===== src/rtl/intr_pkg.sv =====
// ---------------------------------------------------------------------------
// intr_pkg
// Shared definitions for the external interrupt controller:
//   - state_t        : controller FSM states (IDLE, REQ, SERV)
//   - ADDR_*         : cfg_addr register selects
//   - prio_id()      : fixed-priority encoder, lowest index wins,
//                      returns source index + 1 or 0 when nothing is eligible
// No ports (package).
// ---------------------------------------------------------------------------
package intr_pkg;

    typedef enum logic [1:0] {
        ST_IDLE = 2'd0,
        ST_REQ  = 2'd1,
        ST_SERV = 2'd2
    } state_t;

    localparam logic [1:0] ADDR_ENABLE  = 2'd0;
    localparam logic [1:0] ADDR_PENDING = 2'd1;
    localparam logic [1:0] ADDR_CLAIM   = 2'd2;

    // Scans from the top down so the lowest set index is the last one
    // written and therefore the one returned. At most 31 sources exist,
    // so a 5-bit ID always fits.
    function automatic logic [4:0] prio_id(input logic [31:0] elig);
        logic [4:0] id;
        id = 5'd0;
        for (int i = 30; i >= 0; i--) begin
            if (elig[i]) begin
                id = 5'(i + 1);
            end
        end
        return id;
    endfunction

endpackage


===== src/rtl/ext_intr_ctrl_if.sv =====
// ---------------------------------------------------------------------------
// ext_intr_ctrl_if
// Register-bus and core-handshake signals of the external interrupt
// controller.
//   cfg_we / cfg_addr / cfg_wdata : register write port (master drives)
//   cfg_rdata                     : combinational register read data
//   intr / intr_id / busy         : request, in-flight ID, activity flag
//   cu_intr_ack / intr_done       : claim acknowledge and mret completion
// Modports: master = core/bus side, slave = controller side.
// Parameter IDW must match the controller's ID width.
// ---------------------------------------------------------------------------
interface ext_intr_ctrl_if #(
    parameter int IDW = 4
);

    logic           cfg_we;
    logic [1:0]     cfg_addr;
    logic [31:0]    cfg_wdata;
    logic [31:0]    cfg_rdata;
    logic           intr;
    logic           cu_intr_ack;
    logic           intr_done;
    logic [IDW-1:0] intr_id;
    logic           busy;

    modport master (
        output cfg_we, cfg_addr, cfg_wdata, cu_intr_ack, intr_done,
        input  cfg_rdata, intr, intr_id, busy
    );

    modport slave (
        input  cfg_we, cfg_addr, cfg_wdata, cu_intr_ack, intr_done,
        output cfg_rdata, intr, intr_id, busy
    );

endinterface


===== src/rtl/intr_sync.sv =====
// ---------------------------------------------------------------------------
// intr_sync
// Two-flop synchroniser for one asynchronous interrupt line.
//   clk, reset : core clock, async active-high reset
//   async_in   : raw device line
//   level      : synchronised level
//   rise       : one-cycle pulse on a synchronised 0->1 transition
//                (present only when INTR_EDGE_EN is defined)
// ---------------------------------------------------------------------------
module intr_sync (
    input  logic clk,
    input  logic reset,
    input  logic async_in,
    output logic level
`ifdef INTR_EDGE_EN
    ,
    output logic rise
`endif
);

    logic meta;
    logic stable;

    // Classic two-stage synchroniser; only 'stable' is safe to use.
    always_ff @(posedge clk or posedge reset) begin
        if (reset) begin
            meta   <= 1'b0;
            stable <= 1'b0;
        end else begin
            meta   <= async_in;
            stable <= meta;
        end
    end

    assign level = stable;

`ifdef INTR_EDGE_EN
    logic stable_d;

    // Delayed copy of the synchronised level for edge detection.
    always_ff @(posedge clk or posedge reset) begin
        if (reset) begin
            stable_d <= 1'b0;
        end else begin
            stable_d <= stable;
        end
    end

    assign rise = stable & ~stable_d;
`endif

endmodule


===== src/rtl/ext_intr_ctrl.sv =====
// ---------------------------------------------------------------------------
// ext_intr_ctrl
// External interrupt controller: synchronises NSRC device lines, latches
// them into PENDING, masks with ENABLE, arbitrates (lowest index wins) and
// runs the intr / cu_intr_ack / intr_done handshake with the core.
//   clk, reset : core clock, async active-high reset
//   irq_src    : raw asynchronous device interrupt lines
//   bus        : ext_intr_ctrl_if.slave (register port + core handshake)
// Build option: INTR_EDGE_EN defined selects edge mode (pending bits set on
// rising edges, cleared by claim-ack or W1C); undefined selects level mode
// (pending mirrors the synchronised level).
// ---------------------------------------------------------------------------
module ext_intr_ctrl
    import intr_pkg::*;
#(
    parameter int NSRC = 8,
    parameter int IDW  = $clog2(NSRC + 1)
) (
    input  logic              clk,
    input  logic              reset,
    input  logic [NSRC-1:0]   irq_src,
    ext_intr_ctrl_if.slave    bus
);

    logic [NSRC-1:0] level_vec;
    logic [NSRC-1:0] en;
    logic [NSRC-1:0] pend;
    logic [NSRC-1:0] elig;
    logic [IDW-1:0]  win_id;
    logic [IDW-1:0]  id_q;
    logic            intr_q;
    logic            busy_q;
    logic            ack_fire;
    logic            done_fire;
    logic [31:0]     rdata;
    state_t          state;

`ifdef INTR_EDGE_EN
    logic [NSRC-1:0] rise_vec;
    logic [NSRC-1:0] ack_clr;
    logic [NSRC-1:0] w1c_clr;
`endif

    // One synchroniser per source line.
    for (genvar i = 0; i < NSRC; i++) begin : g_sync
        intr_sync u_sync (
            .clk      (clk),
            .reset    (reset),
            .async_in (irq_src[i]),
            .level    (level_vec[i])
`ifdef INTR_EDGE_EN
            ,
            .rise     (rise_vec[i])
`endif
        );
    end

    assign elig      = pend & en;
    assign win_id    = IDW'(prio_id(32'(elig)));
    assign ack_fire  = (state == ST_REQ) && bus.cu_intr_ack;
    assign done_fire = (state == ST_SERV) && bus.intr_done;

    // ENABLE register: plain load of the low NSRC bits.
    always_ff @(posedge clk or posedge reset) begin
        if (reset) begin
            en <= '0;
        end else if (bus.cfg_we && (bus.cfg_addr == ADDR_ENABLE)) begin
            en <= bus.cfg_wdata[NSRC-1:0];
        end
    end

`ifdef INTR_EDGE_EN
    // Only the bit of the claimed source is cleared by the ack.
    always_comb begin
        ack_clr = '0;
        for (int i = 0; i < NSRC; i++) begin
            if (ack_fire && (id_q == IDW'(i + 1))) begin
                ack_clr[i] = 1'b1;
            end
        end
    end

    assign w1c_clr = (bus.cfg_we && (bus.cfg_addr == ADDR_PENDING))
                     ? bus.cfg_wdata[NSRC-1:0] : '0;

    // Clears are applied first and the hardware set OR-ed in last, so a
    // new edge in the same cycle as an ack or W1C is never lost.
    always_ff @(posedge clk or posedge reset) begin
        if (reset) begin
            pend <= '0;
        end else begin
            pend <= (pend & ~(ack_clr | w1c_clr)) | rise_vec;
        end
    end

    logic unused_bits;
    assign unused_bits = ^{bus.cfg_wdata[31:NSRC], level_vec};
`else
    // Level mode: pending simply tracks the synchronised lines.
    always_ff @(posedge clk or posedge reset) begin
        if (reset) begin
            pend <= '0;
        end else begin
            pend <= level_vec;
        end
    end

    logic unused_bits;
    assign unused_bits = ^bus.cfg_wdata[31:NSRC];
`endif

    // Request/claim FSM with registered intr, intr_id and busy. The ID is
    // latched on leaving IDLE and held until completion, so later changes
    // to ENABLE or PENDING never retarget or retract a request.
    always_ff @(posedge clk or posedge reset) begin
        if (reset) begin
            state  <= ST_IDLE;
            intr_q <= 1'b0;
            busy_q <= 1'b0;
            id_q   <= '0;
        end else begin
            case (state)
                ST_IDLE: begin
                    if (|elig) begin
                        state  <= ST_REQ;
                        intr_q <= 1'b1;
                        busy_q <= 1'b1;
                        id_q   <= win_id;
                    end
                end
                ST_REQ: begin
                    if (ack_fire) begin
                        state  <= ST_SERV;
                        intr_q <= 1'b0;
                    end
                end
                ST_SERV: begin
                    if (done_fire) begin
                        state  <= ST_IDLE;
                        busy_q <= 1'b0;
                        id_q   <= '0;
                    end
                end
                default: begin
                    state  <= ST_IDLE;
                    intr_q <= 1'b0;
                    busy_q <= 1'b0;
                    id_q   <= '0;
                end
            endcase
        end
    end

    // Register read mux; unimplemented bits and the reserved address read 0.
    always_comb begin
        rdata = '0;
        case (bus.cfg_addr)
            ADDR_ENABLE:  rdata[NSRC-1:0] = en;
            ADDR_PENDING: rdata[NSRC-1:0] = pend;
            ADDR_CLAIM:   rdata[IDW-1:0]  = id_q;
            default:      rdata = '0;
        endcase
    end

    assign bus.cfg_rdata = rdata;
    assign bus.intr      = intr_q;
    assign bus.intr_id   = id_q;
    assign bus.busy      = busy_q;

endmodule


===== src/flat_wrapper.sv =====
// flat-port wrapper written by rule: the top's interface ports become plain ports
module ext_intr_ctrl_flat import intr_pkg::*;
#(
    parameter int NSRC = 8,
    parameter int IDW  = $clog2(NSRC + 1)
)
  (clk, reset, irq_src, bus_cfg_we, bus_cfg_addr, bus_cfg_wdata, bus_cu_intr_ack, bus_intr_done, bus_cfg_rdata, bus_intr, bus_intr_id, bus_busy);
  ext_intr_ctrl_if #(.IDW(IDW)) bus_i ();
  input  logic clk;
  input  logic reset;
  input  logic [NSRC-1:0] irq_src;
  input wire logic [$bits(bus_i.cfg_we)-1:0] bus_cfg_we;
  input wire logic [$bits(bus_i.cfg_addr)-1:0] bus_cfg_addr;
  input wire logic [$bits(bus_i.cfg_wdata)-1:0] bus_cfg_wdata;
  input wire logic [$bits(bus_i.cu_intr_ack)-1:0] bus_cu_intr_ack;
  input wire logic [$bits(bus_i.intr_done)-1:0] bus_intr_done;
  output wire logic [$bits(bus_i.cfg_rdata)-1:0] bus_cfg_rdata;
  output wire logic [$bits(bus_i.intr)-1:0] bus_intr;
  output wire logic [$bits(bus_i.intr_id)-1:0] bus_intr_id;
  output wire logic [$bits(bus_i.busy)-1:0] bus_busy;
  assign bus_i.cfg_we = bus_cfg_we;
  assign bus_i.cfg_addr = bus_cfg_addr;
  assign bus_i.cfg_wdata = bus_cfg_wdata;
  assign bus_i.cu_intr_ack = bus_cu_intr_ack;
  assign bus_i.intr_done = bus_intr_done;
  assign bus_cfg_rdata = bus_i.cfg_rdata;
  assign bus_intr = bus_i.intr;
  assign bus_intr_id = bus_i.intr_id;
  assign bus_busy = bus_i.busy;
  ext_intr_ctrl #(.NSRC(NSRC), .IDW(IDW)) u_core (.clk(clk), .reset(reset), .irq_src(irq_src), .bus(bus_i));
endmodule

===== config.mk =====
export PLATFORM = sky130hd
export DESIGN_NAME = ext_intr_ctrl_flat
export DESIGN_NICKNAME = d
export VERILOG_FILES = /design/src/rtl/intr_pkg.sv /design/src/rtl/ext_intr_ctrl_if.sv /design/src/rtl/intr_sync.sv /design/src/rtl/ext_intr_ctrl.sv /design/src/flat_wrapper.sv
export SDC_FILE = /design/constraint.sdc
export NUM_CORES = 1
export LEC_CHECK = 0
export CORE_ASPECT_RATIO = 0.6
export CORE_UTILIZATION = 41
export CTS_BUF_LIST = sky130_fd_sc_hd__clkbuf_4
export DETAILED_ROUTE_END_ITERATION = 6
export GPL_TIMING_DRIVEN = 0
export PLACE_DENSITY = 0.81
export SYNTH_ARGS = -nofsm -noshare
export SYNTH_HDL_FRONTEND = slang
export SYNTH_SLANG_ARGS = --single-unit

===== constraint.sdc =====
create_clock -name clk -period 1.6 [get_ports clk]
set_clock_uncertainty 0.2 [all_clocks]
set_input_delay 0.32 -clock clk [delete_from_list [all_inputs] [get_ports clk]]
set_output_delay 0.32 -clock clk [all_outputs]
set_load 0.05 [all_outputs]

# After elaboration in Yosys (flattened, before gate mapping)
# Cells that the tools add are included.
dict set report classes {
  n_reduce_logical 9
  n_bitwise 3
  mux 22
  n_eq_ne 7
}
# operator n
set ops {}
lappend ops {{4-bit 2-to-1 mux} 10}
lappend ops {{4-bit one-hot mux with 3 select lines} 2}
lappend ops {{3-bit AND reduction} 3}
lappend ops {{8-bit bitwise AND} 1}
lappend ops {{4-bit one-hot mux with 2 select lines} 1}
lappend ops {{8-bit OR reduction} 1}
lappend ops {{2-bit 2-to-1 mux} 3}
lappend ops {{2-bit by 1-bit inequality test with 1-bit output (second input constant)} 3}
lappend ops {{1-bit one-hot mux with 3 select lines} 2}
lappend ops {{2-bit one-hot mux with 3 select lines} 1}
lappend ops {{2-bit by 1-bit == test with 1-bit output (second input constant)} 2}
lappend ops {{2-bit == test (second input constant)} 2}
lappend ops {{2-bit zero test} 2}
lappend ops {{1-bit logical AND} 3}
lappend ops {{1-bit 2-to-1 mux} 3}
lappend ops {{1-bit NOT} 2}
dict set report word_totals {
  inputBits 47
  register_bits 40
  output_inout_bits 38
  elab_cells 63
}

# Depth between registers and ports, before layout
# Gate-level depths: netlist of run 1.
dict set report logic_depth {
  word_depth 11
  mapped_depth 5
  ltp_nobuf 4
}

# By module
# A second synthesis of run 1 with hierarchy kept.
dict set report unflattened {
  hier_cells 154
  area_unflattened_um2 1810.5
}
# module seq_area_each_um2 cells_each instances area_per_inst_um2
set modules_own_cells {}
lappend modules_own_cells {ext_intr_ctrl 600.6 130 1 1380.1}
lappend modules_own_cells {intr_sync 50.0 3 8 53.8}

# Least setup slack after synthesis of run 1
# No wires, ideal clock.
dict set report synth_timing {
  path_type {flip-flop to output port}
  from {register u_core.id_q[0] (netlist: u_core.bus.intr_id[0])}
  to {output port bus_cfg_rdata[0]}
  path_buffers 0
  path_slack_ps -816
  required_ps 1080
  stages_incl_launch_ff 3
  arrival_ps 1896
  cell_sequence {dfrtp_1 -> mux2i_1 -> o21ai_0}
}
dict set report synth_between {
  elab_chain_cells 1
}
# item line
set synth_rtl {}
lappend synth_rtl {{start: declaration} ext_intr_ctrl.sv:30} ;# logic [IDW-1:0] id_q;
lappend synth_rtl {{start signal: assignment} ext_intr_ctrl.sv:128} ;# id_q <= win_id;
lappend synth_rtl {{4-bit one-hot mux with 3 select lines} ext_intr_ctrl.sv:157} ;# case (bus.cfg_addr)
lappend synth_rtl {{end: declaration} flat_wrapper.sv:17} ;# output wire logic [$bits(bus_i.cfg_rdata)-1:0] bus_cfg_rdata;
# No other way between the ends.

# Worst setup path after layout of run 1
# Ends and elaborated chain as after synthesis.

==> results.json, run 1 <==
{
  "placedInstanceArea_um2": 2255,
  "place.gp.congestion": 0.8341,
  "ctsHoldBuffers": 0,
  "crit_slowest_cell": "dfrtp_1",
  "p_leak_nw": 1.208,
  "utilization_pct": 64.90,
  "cts_tree": "yes",
  "syn_area_um2": 1724,
  "postLayoutCellArea_um2": 2499,
  "worstPathMaxFanout": 3,
  "start_util_pct": 44.78,
  "die_area_um2": 4477,
  "multi_input_area_um2": 676.9,
  "rsz0062_at_grt": "true",
  "antenna_found_initial": 0,
  "dp_hpwl_um": 2389,
  "post_synth.cell_area_avg_um2": 12.23,
  "synth.yosys.seq_area_share_pct": 58.06,
  "power_w": 0.003215,
  "synth_cells": 141,
  "vias": 1216,
  "synth_seq_cells": 40,
  "drt-vias-per-instance": 4.327,
  "drv_cap": 0,
  "cp_num_cells": 3,
  "overflow": 0,
  "final_common_cell": "buf_4",
  "final_cell_mix": "buf_4 (42), dfrtp_1 (39), conb_1 (24)",
  "worstMarginPinSlew_ps": 787.3,
  "first_global_vias": 1145,
  "post_drt_wl_per_cell_um": 12.32,
  "diodes": 0,
  "grt_max_degree": 41,
  "numCtsBuffers": 5,
  "hold_class": "flip-flop to flip-flop",
  "syn_to_final_growth_pct": 44.92,
  "peakVddDrop_uv": 684.6,
  "cp-end-kind": "output pin",
  "grt_pass1_wl_um": 5637,
  "die_w_um": 85.72,
  "status": "complete, but fails checks",
  "timing.critical_path.to": "bus_cfg_rdata[0]",
  "core_um2": 3850,
  "regArea_um2": 1002,
  "r2r_cells": 5,
  "nFillCells": 286,
  "dr.pass1.iters": 4,
  "crit_buf_inv": 1,
  "crit_path_start": "u_core.bus.intr_id[0]",
  "initialDrtViolationCount": 90,
  "top_layer": "met4",
  "pwr_density_cell_nw_per_um2": 1287,
  "r2r-end": "u_core.bus.intr_id[1]",
  "finalCriticalPeriod_ps": 1713,
  "clockBufferDepth": 2,
  "min_period_over_period_pct": 107.1,
  "yosys.cell_types.count": 30,
  "fin_ws_ps": -113.2,
  "wirelength_um": 3463,
  "drive_above_1_share_pct": 43.75,
  "nets": 270,
  "slew_headroom_pct": 47.43,
  "hold_viol": 0,
  "cpPeakStageDelay_ps": 420,
  "wl_met1_um": 1651,
  "fmax_mhz": 583.7,
  "track_usage_pct": 17.24,
  "min_from": "u_core.g_sync[0].u_sync.level",
  "htreeDepth": 2,
  "finalMaxSlewViolations": 0,
  "clk_latency_ps": 330,
  "cp.required_ps": 1080,
  "worstPathArrival_ps": 1190,
  "die_y_um": 52.23,
  "route.met3.wl_um": 214,
  "crit_path_start_kind": "flip-flop",
  "yosys_warnings": 0,
  "drc": 0,
  "cts.sinks": 40,
  "ant_nets": 0,
  "r2r_slack_ps": -90,
  "r2r-start": "u_core.en[0]",
  "dr_wl_met2_um": 1570,
  "io_buffers": 34,
  "cp_cell_sequence": "mux2i_2, o21ai_4, buf_6",
  "criticalPathCategory": "flip-flop to output pin",
  "setup_viol": 10,
  "cp_top_family": "flip-flops",
  "clkTransAtPathRegs_ps": 120,
  "ios": 85,
  "violations": "negative setup slack",
  "clockRootBuffer": "clkbuf_4",
  "std_cell_rows": 17
}
## cell type report
| type | count | area share [%] |
|---|---|---|
| Buffer | 28 | 8.212 |
| Clock buffer | 5 | 1.502 |
| Clock inverter | 3 | 0.5508 |
| Inverter | 2 | 0.3005 |
| Multi-Input combinational cell | 94 | 27.09 |
| Sequential cell | 40 | 40.11 |
| Tap cell | 57 | 2.854 |
| Timing Repair Buffer | 52 | 19.38 |
## stage by stage
step	instances	TNS, ps	worst slack (ps)	hold WS [ps]
final	281	-780.3	-113.2	157.7
after global routing	281	-1831	-185.2	167.2
after CTS	274	-818.0	-126.5	159.4
after detailed placement	255	-8627	-822.8	134.7
after global placement	255	-32210	-807.9	131.2
after floorplan	164	-655.8	-175.0	131.2
## Yosys cell counts
library cell	count	share of area, %
inv_1	2	0.44
nand2b_1	1	0.36
a32o_2	1	0.65
nand3b_1	1	0.44
dfrtp_1	40	58
nor3b_1	1	0.44
o211ai_2	1	0.73
a211o_1	1	0.51
and2_1	1	0.36
buf_2	2	0.58
nand4_2	1	0.73
o21ai_0	9	2.6
o31ai_1	2	0.87
conb_1	1	0.22
a221o_1	1	0.58
a22oi_1	3	1.3
nand2_1	15	3.3
nor2_1	6	1.3
o2bb2ai_1	1	0.51
mux2i_1	8	4.6
mux2_2	8	5.2
nand4_1	1	0.36
a22o_1	1	0.51
a32oi_1	1	0.51
a21oi_1	2	0.58
buf_4	26	11
nor3b_4	1	1.1
a211oi_4	1	1.2
nand3_1	1	0.29
nor2b_1	1	0.36
## worst min-delay path by stage
stage	slack (ps)	end	cells past startpoint
6_report	160	u_core.pend[0]	0
2_1_floorplan	130	u_core.g_sync[0].u_sync.level	0
3_5_place_dp	130	u_core.g_sync[5].u_sync.level	0
4_1_cts	160	u_core.g_sync[5].u_sync.level	0
5_1_grt	170	u_core.g_sync[5].u_sync.level	0
3_3_place_gp	130	u_core.pend[2]	0
## power by group
group          internal (W)  switching, W
Sequential          0.00117      0.000118
Clock              0.000161      0.000309
Combinational      0.000587      0.000873
## what timing repair did
item                       in CTS  in global routing
pin swaps                       4                  5
gates resized for setup        95                  8
setup buffers                  11                  7
hold endpoints to repair        0                  0
setup endpoints to repair      24                 15
## flip-flops by register name, summed over array words and instances (netlist names)
register                    cells
u_core.bus.busy                 1
u_core.bus.intr                 1
u_core.bus.intr_id              4
u_core.en                       8
u_core.g_sync.u_sync.level      8
u_core.g_sync.u_sync.meta       8
u_core.pend                     8
u_core.state                    2
## layer usage
metal / vias to the layer above / GRT usage, %
met5: - / 0
met1: 572 / 24.64
met2: 40 / 25.60
met4: 0 / 4.167
met3: 5 / 5.512
li1: 599 / -
## logic make-up after synthesis
kind of cell | after synthesis | share of synthesized area (%)
compound gates | 24 | 10.52
mux | 16 | 9.870
flops | 40 | 58.06
buf+inv | 30 | 12.34
simple gates | 30 | 8.999
other cells | 1 | 0.2175
Power figures use the tool's default switching activity.
==> run 2: changes to the inputs <==
Settings changed: CTS_BUF_LIST sky130_fd_sc_hd__clkbuf_4 to sky130_fd_sc_hd__clkbuf_4 sky130_fd_sc_hd__clkbuf_8.
==> results.json, run 2 (synthesis gave the netlist of run 1 again) <==
{
  "status": "complete, but fails checks",
  "violations": "negative setup slack",
  "cp_top_family": "flip-flops",
  "fmax_mhz": 599.7,
  "dr.pass1.iters": 4,
  "clockBufferDepth": 2,
  "cp_cell_sequence": "mux2i_1, o21ai_2, buf_6",
  "whs_ps": 149.4,
  "dp_worst_setup_slack_ps": -822.8,
  "cts_tree": "yes",
  "worstPathMaxFanout": 4,
  "multi_input_area_um2": 680.7,
  "drv_cap": 0,
  "ios": 85,
  "antenna_found_initial": 0,
  "vias": 1221,
  "fin_ws_ps": -67.50,
  "syn_to_final_growth_pct": 45.36,
  "first_global_vias": 1083,
  "grt_use_met3_pct": 5.039,
  "placedInstanceArea_um2": 2255,
  "worstMarginPinSlew_ps": 789.2,
  "slew_headroom_pct": 47.31,
  "ant_nets": 0,
  "finalMaxSlewViolations": 0,
  "overflow": 0,
  "nFillCells": 284,
  "clkTransAtPathRegs_ps": 70,
  "grt_max_degree": 41,
  "drt-vias-per-instance": 4.440,
  "hold_viol": 0,
  "core_um2": 3850,
  "rsz0062_at_grt": "true",
  "io_buffers": 34,
  "peakVddDrop_uv": 786.4,
  "numCtsBuffers": 5,
  "ctsHoldBuffers": 0,
  "die_area_um2": 4477,
  "crit_slowest_cell": "dfrtp_2",
  "p_int_w": 0.002051,
  "p_leak_nw": 1.194,
  "p_sw_w": 0.001301,
  "crit_path_start_kind": "flip-flop",
  "std_cell_rows": 17,
  "pwr_density_cell_nw_per_um2": 1338,
  "crit_buf_inv": 1,
  "busiest_layer": "met1",
  "track_usage_pct": 16.74,
  "dpl.cell_count": 255,
  "criticalPathCategory": "flip-flop to output pin",
  "min_period_over_period_pct": 104.2,
  "use_met1_pct": 24.15,
  "drive_above_1_share_pct": 43.12,
  "start_util_pct": 44.78,
  "clkPwrFrac_pct": 20.0,
  "setup_viol": 7,
  "die_w_um": 85.72,
  "cpPeakStageDelay_ps": 450,
  "clockRootBuffer": "clkbuf_8",
  "worstPathArrival_ps": 1150,
  "grt_pass1_wl_um": 5416,
  "stdcell_count": 275,
  "p_seq_share_pct": 39.3,
  "nets": 264,
  "initialDrtViolationCount": 107,
  "final_cell_mix": "buf_4 (38), dfrtp_1 (36), conb_1 (24)",
  "die_y_um": 52.23,
  "combPwrFrac_pct": 40.7,
  "cts.sinks": 40,
  "dp_hpwl_um": 2389,
  "finalCriticalPeriod_ps": 1668,
  "drc": 0,
  "diodes": 0,
  "clk_latency_ps": 290,
  "wirelength_um": 3451,
  "cp-end-kind": "output pin",
  "netSwitchingFraction_pct": 38.81,
  "htreeDepth": 2,
  "met2_usage_pct": 24.00,
  "post_drt_wl_per_cell_um": 12.55,
  "cp.required_ps": 1080,
  "place.gp.congestion": 0.8341,
  "hold_class": "flip-flop to flip-flop",
  "final_common_cell": "buf_4",
  "regArea_um2": 1006,
  "postLayoutCellArea_um2": 2506
}
## run 2: final timing paths
check | cells after the start | start | end | slack, ps
setup / recovery | 3 | u_core.en[1] | bus_cfg_rdata[1] | -70
hold / removal | 0 | u_core.g_sync[3].u_sync.level | u_core.pend[3] | 150
setup reg to reg | 4 | u_core.pend[0] | u_core.bus.intr_id[1] | -10
hold reg to reg | 0 | u_core.g_sync[3].u_sync.level | u_core.pend[3] | 150
max in group asynchronous | 2 | reset | u_core.en[1] | 360
min in group asynchronous | 2 | reset | u_core.g_sync[0].u_sync.meta | 300
## run 2: cell type report
cell class / count / area share (%)
buffer: 28 / 8.288
clock inverter: 2 / 0.3994
clock buffer: 6 / 3.295
timing repair buffer: 46 / 17.57
inverter: 2 / 0.2996
sequential: 40 / 40.14
multi-input combinational: 94 / 27.16
tap: 57 / 2.846
## run 2: routing by layer
metal	vias up	share of wire, %
met5	-	0
met4	0	1.2
met3	5	6.9
met2	54	46
met1	578	46
li1	584	-
## run 2: power groups by stage
stage / Combinational [W] / Sequential (W) / Clock [W]
after detailed placement: 0.00126 / 0.00133 / 0
final: 0.00136 / 0.00132 / 0.000670
after CTS: 0.00131 / 0.00130 / 0.000690
after floorplan: 0.000738 / 0.00150 / 0
after global placement: 0.00124 / 0.00132 / 0
after global routing: 0.00145 / 0.00134 / 0.000744
## run 2: repair_timing
action | in CTS | in global routing
pin swaps | 0 | 6
buffers inserted | 7 | 5
setup endpoints to repair | 24 | 18
resized for setup | 83 | 13
## run 2: through the flow
stage | TNS (ps) | util [%] | total power, W
after floorplan | -655.8 | - | 0.002241
after global placement | -32210 | 58.56 | 0.002555
after detailed placement | -8627 | 58.56 | 0.002584
after CTS | -278.3 | 63.37 | 0.003301
after global routing | -832.2 | 65.10 | 0.003538
final | -268.0 | 65.10 | 0.003353
==> run 3: changes to the inputs <==
Settings changed: PLACE_DENSITY 0.81 to 0.92.
==> results.json, run 3 (synthesis gave the netlist of run 1 again) <==
{
  "cts_tree": "yes",
  "start_util_pct": 44.78,
  "rsz0062_at_grt": "true",
  "top_layer": "met4",
  "syn_to_final_growth_pct": 43.83,
  "ios": 85,
  "worstPathMaxFanout": 4,
  "vias": 1210,
  "hold_viol": 0,
  "placedInstanceArea_um2": 2255,
  "htreeDepth": 2,
  "worstPathArrival_ps": 1200,
  "crit_buf_inv": 1,
  "p_int_w": 0.002066,
  "clkTransAtPathRegs_ps": 80,
  "min_period_over_period_pct": 107.2,
  "criticalPathCategory": "flip-flop to output pin",
  "tns_ps": -413.8,
  "dr_wl_met2_um": 1648,
  "postLayoutCellArea_um2": 2480,
  "diodes": 0,
  "clockBufferDepth": 2,
  "die_y_um": 52.23,
  "drv_cap": 0,
  "core_um2": 3850,
  "place.gp.congestion": 0.8834,
  "hold_class": "flip-flop to flip-flop",
  "first_global_vias": 1111,
  "dr.pass1.iters": 4,
  "fmax_mhz": 582.8,
  "io_buffers": 34,
  "route.met3.wl_um": 249,
  "post_drt_wl_per_cell_um": 12.75,
  "pwr_density_cell_nw_per_um2": 1349,
  "crit_path_start_kind": "flip-flop",
  "r2r_slack_ps": -60,
  "cp-end-kind": "output pin",
  "dp_hpwl_um": 2473,
  "clk_latency_ps": 290,
  "cpPeakStageDelay_ps": 440,
  "wirelength_um": 3480,
  "clkPwrFrac_pct": 20.9,
  "nFillCells": 308,
  "cts.sinks": 40,
  "track_usage_pct": 16.80,
  "setup_viol": 7,
  "p_leak_nw": 1.192,
  "final_common_cell": "dfrtp_1",
  "fin_ws_ps": -115.8,
  "cp_top_family": "flip-flops",
  "status": "complete, but fails checks",
  "clockRootBuffer": "clkbuf_8",
  "nets": 263,
  "crit_slowest_cell": "dfrtp_1",
  "p_seq_share_pct": 38.8,
  "grt_pass1_wl_um": 5382,
  "initialDrtViolationCount": 76,
  "antenna_found_initial": 0,
  "grt_max_degree": 41,
  "wl_met1_um": 1540,
  "peakVddDrop_uv": 759.0,
  "ant_nets": 0,
  "violations": "negative setup slack",
  "p_sw_w": 0.001280,
  "numCtsBuffers": 5,
  "cp_cell_sequence": "mux2i_1, o21ai_2, buf_6",
  "std_cell_rows": 17,
  "drc": 0,
  "drt-vias-per-instance": 4.432,
  "die_w_um": 85.72,
  "overflow": 0,
  "netSwitchingFraction_pct": 38.24,
  "worstMarginPinSlew_ps": 803.5,
  "final_cell_mix": "dfrtp_1 (39), buf_4 (37), conb_1 (24)",
  "cp.required_ps": 1080,
  "drive_above_1_share_pct": 40.74,
  "finalCriticalPeriod_ps": 1716,
  "slew_headroom_pct": 46.36,
  "combPwrFrac_pct": 40.3,
  "die_area_um2": 4477,
  "finalMaxSlewViolations": 0
}
## run 3: path summary, 6_finish.rpt
path | startpoint | endpoint | depth (start not counted)
worst max-delay path | u_core.en[1] | bus_cfg_rdata[1] | 3
worst min register to register | u_core.g_sync[0].u_sync.level | u_core.pend[0] | 0
worst min-delay path | u_core.g_sync[0].u_sync.level | u_core.pend[0] | 0
max in group asynchronous | reset | u_core.en[0] | 2
worst max register to register | u_core.en[1] | u_core.bus.intr_id[1] | 4
min in group asynchronous | reset | u_core.bus.intr_id[2] | 2
## run 3: cell type report
class | instances | area, µm² | share of cell area (%)
Sequential cell | 40 | 1002 | 40.41
Timing Repair Buffer | 45 | 427.9 | 17.26
Tap cell | 57 | 71.32 | 2.876
Clock buffer | 7 | 96.34 | 3.885
Inverter | 2 | 7.507 | 0.3027
Buffer | 28 | 207.7 | 8.375
Multi-Input combinational cell | 94 | 666.9 | 26.89
## run 3: per-stage QoR
| stage | power [W] | std cells | utilization (%) | worst slack [ps] | hold slack, ps |
|---|---|---|---|---|---|
| after CTS | 0.003340 | 271 | 63.89 | -105.3 | 146.8 |
| after global placement | 0.002552 | 255 | 58.56 | -797.3 | 132.0 |
| after detailed placement | 0.002579 | 255 | 58.56 | -789.4 | 134.7 |
| final | 0.003346 | 273 | 64.41 | -115.8 | 140.7 |
| after global routing | 0.003510 | 273 | 64.41 | -156.5 | 158.0 |
| after floorplan | 0.002241 | 164 | - | -175.0 | 131.2 |
## run 3: timing repair
item | 4_1_cts | 5_1_grt
endpoints found under the setup margin | 26 | 18
hold buffers | 0 | 0
pin swaps | 0 | 2
setup buffers | 9 | 2
gates resized for setup | 83 | 10
## run 3: metal layers
metal / vias to the layer above / global-route usage [%]
met3: 6 / 5.669
met1: 564 / 22.67
met2: 54 / 25.60
li1: 586 / -
met4: 0 / 5.833
met5: - / 0
## run 3: power by group through the flow
stage          clock network [W]  registers [W]  logic [W]
5_1_grt                 0.000764        0.00132    0.00143
6_report                0.000699        0.00130    0.00135
3_5_place_dp                   0        0.00133    0.00125
4_1_cts                 0.000721        0.00130    0.00132
3_3_place_gp                   0        0.00132    0.00124
2_1_floorplan                  0        0.00150   0.000738
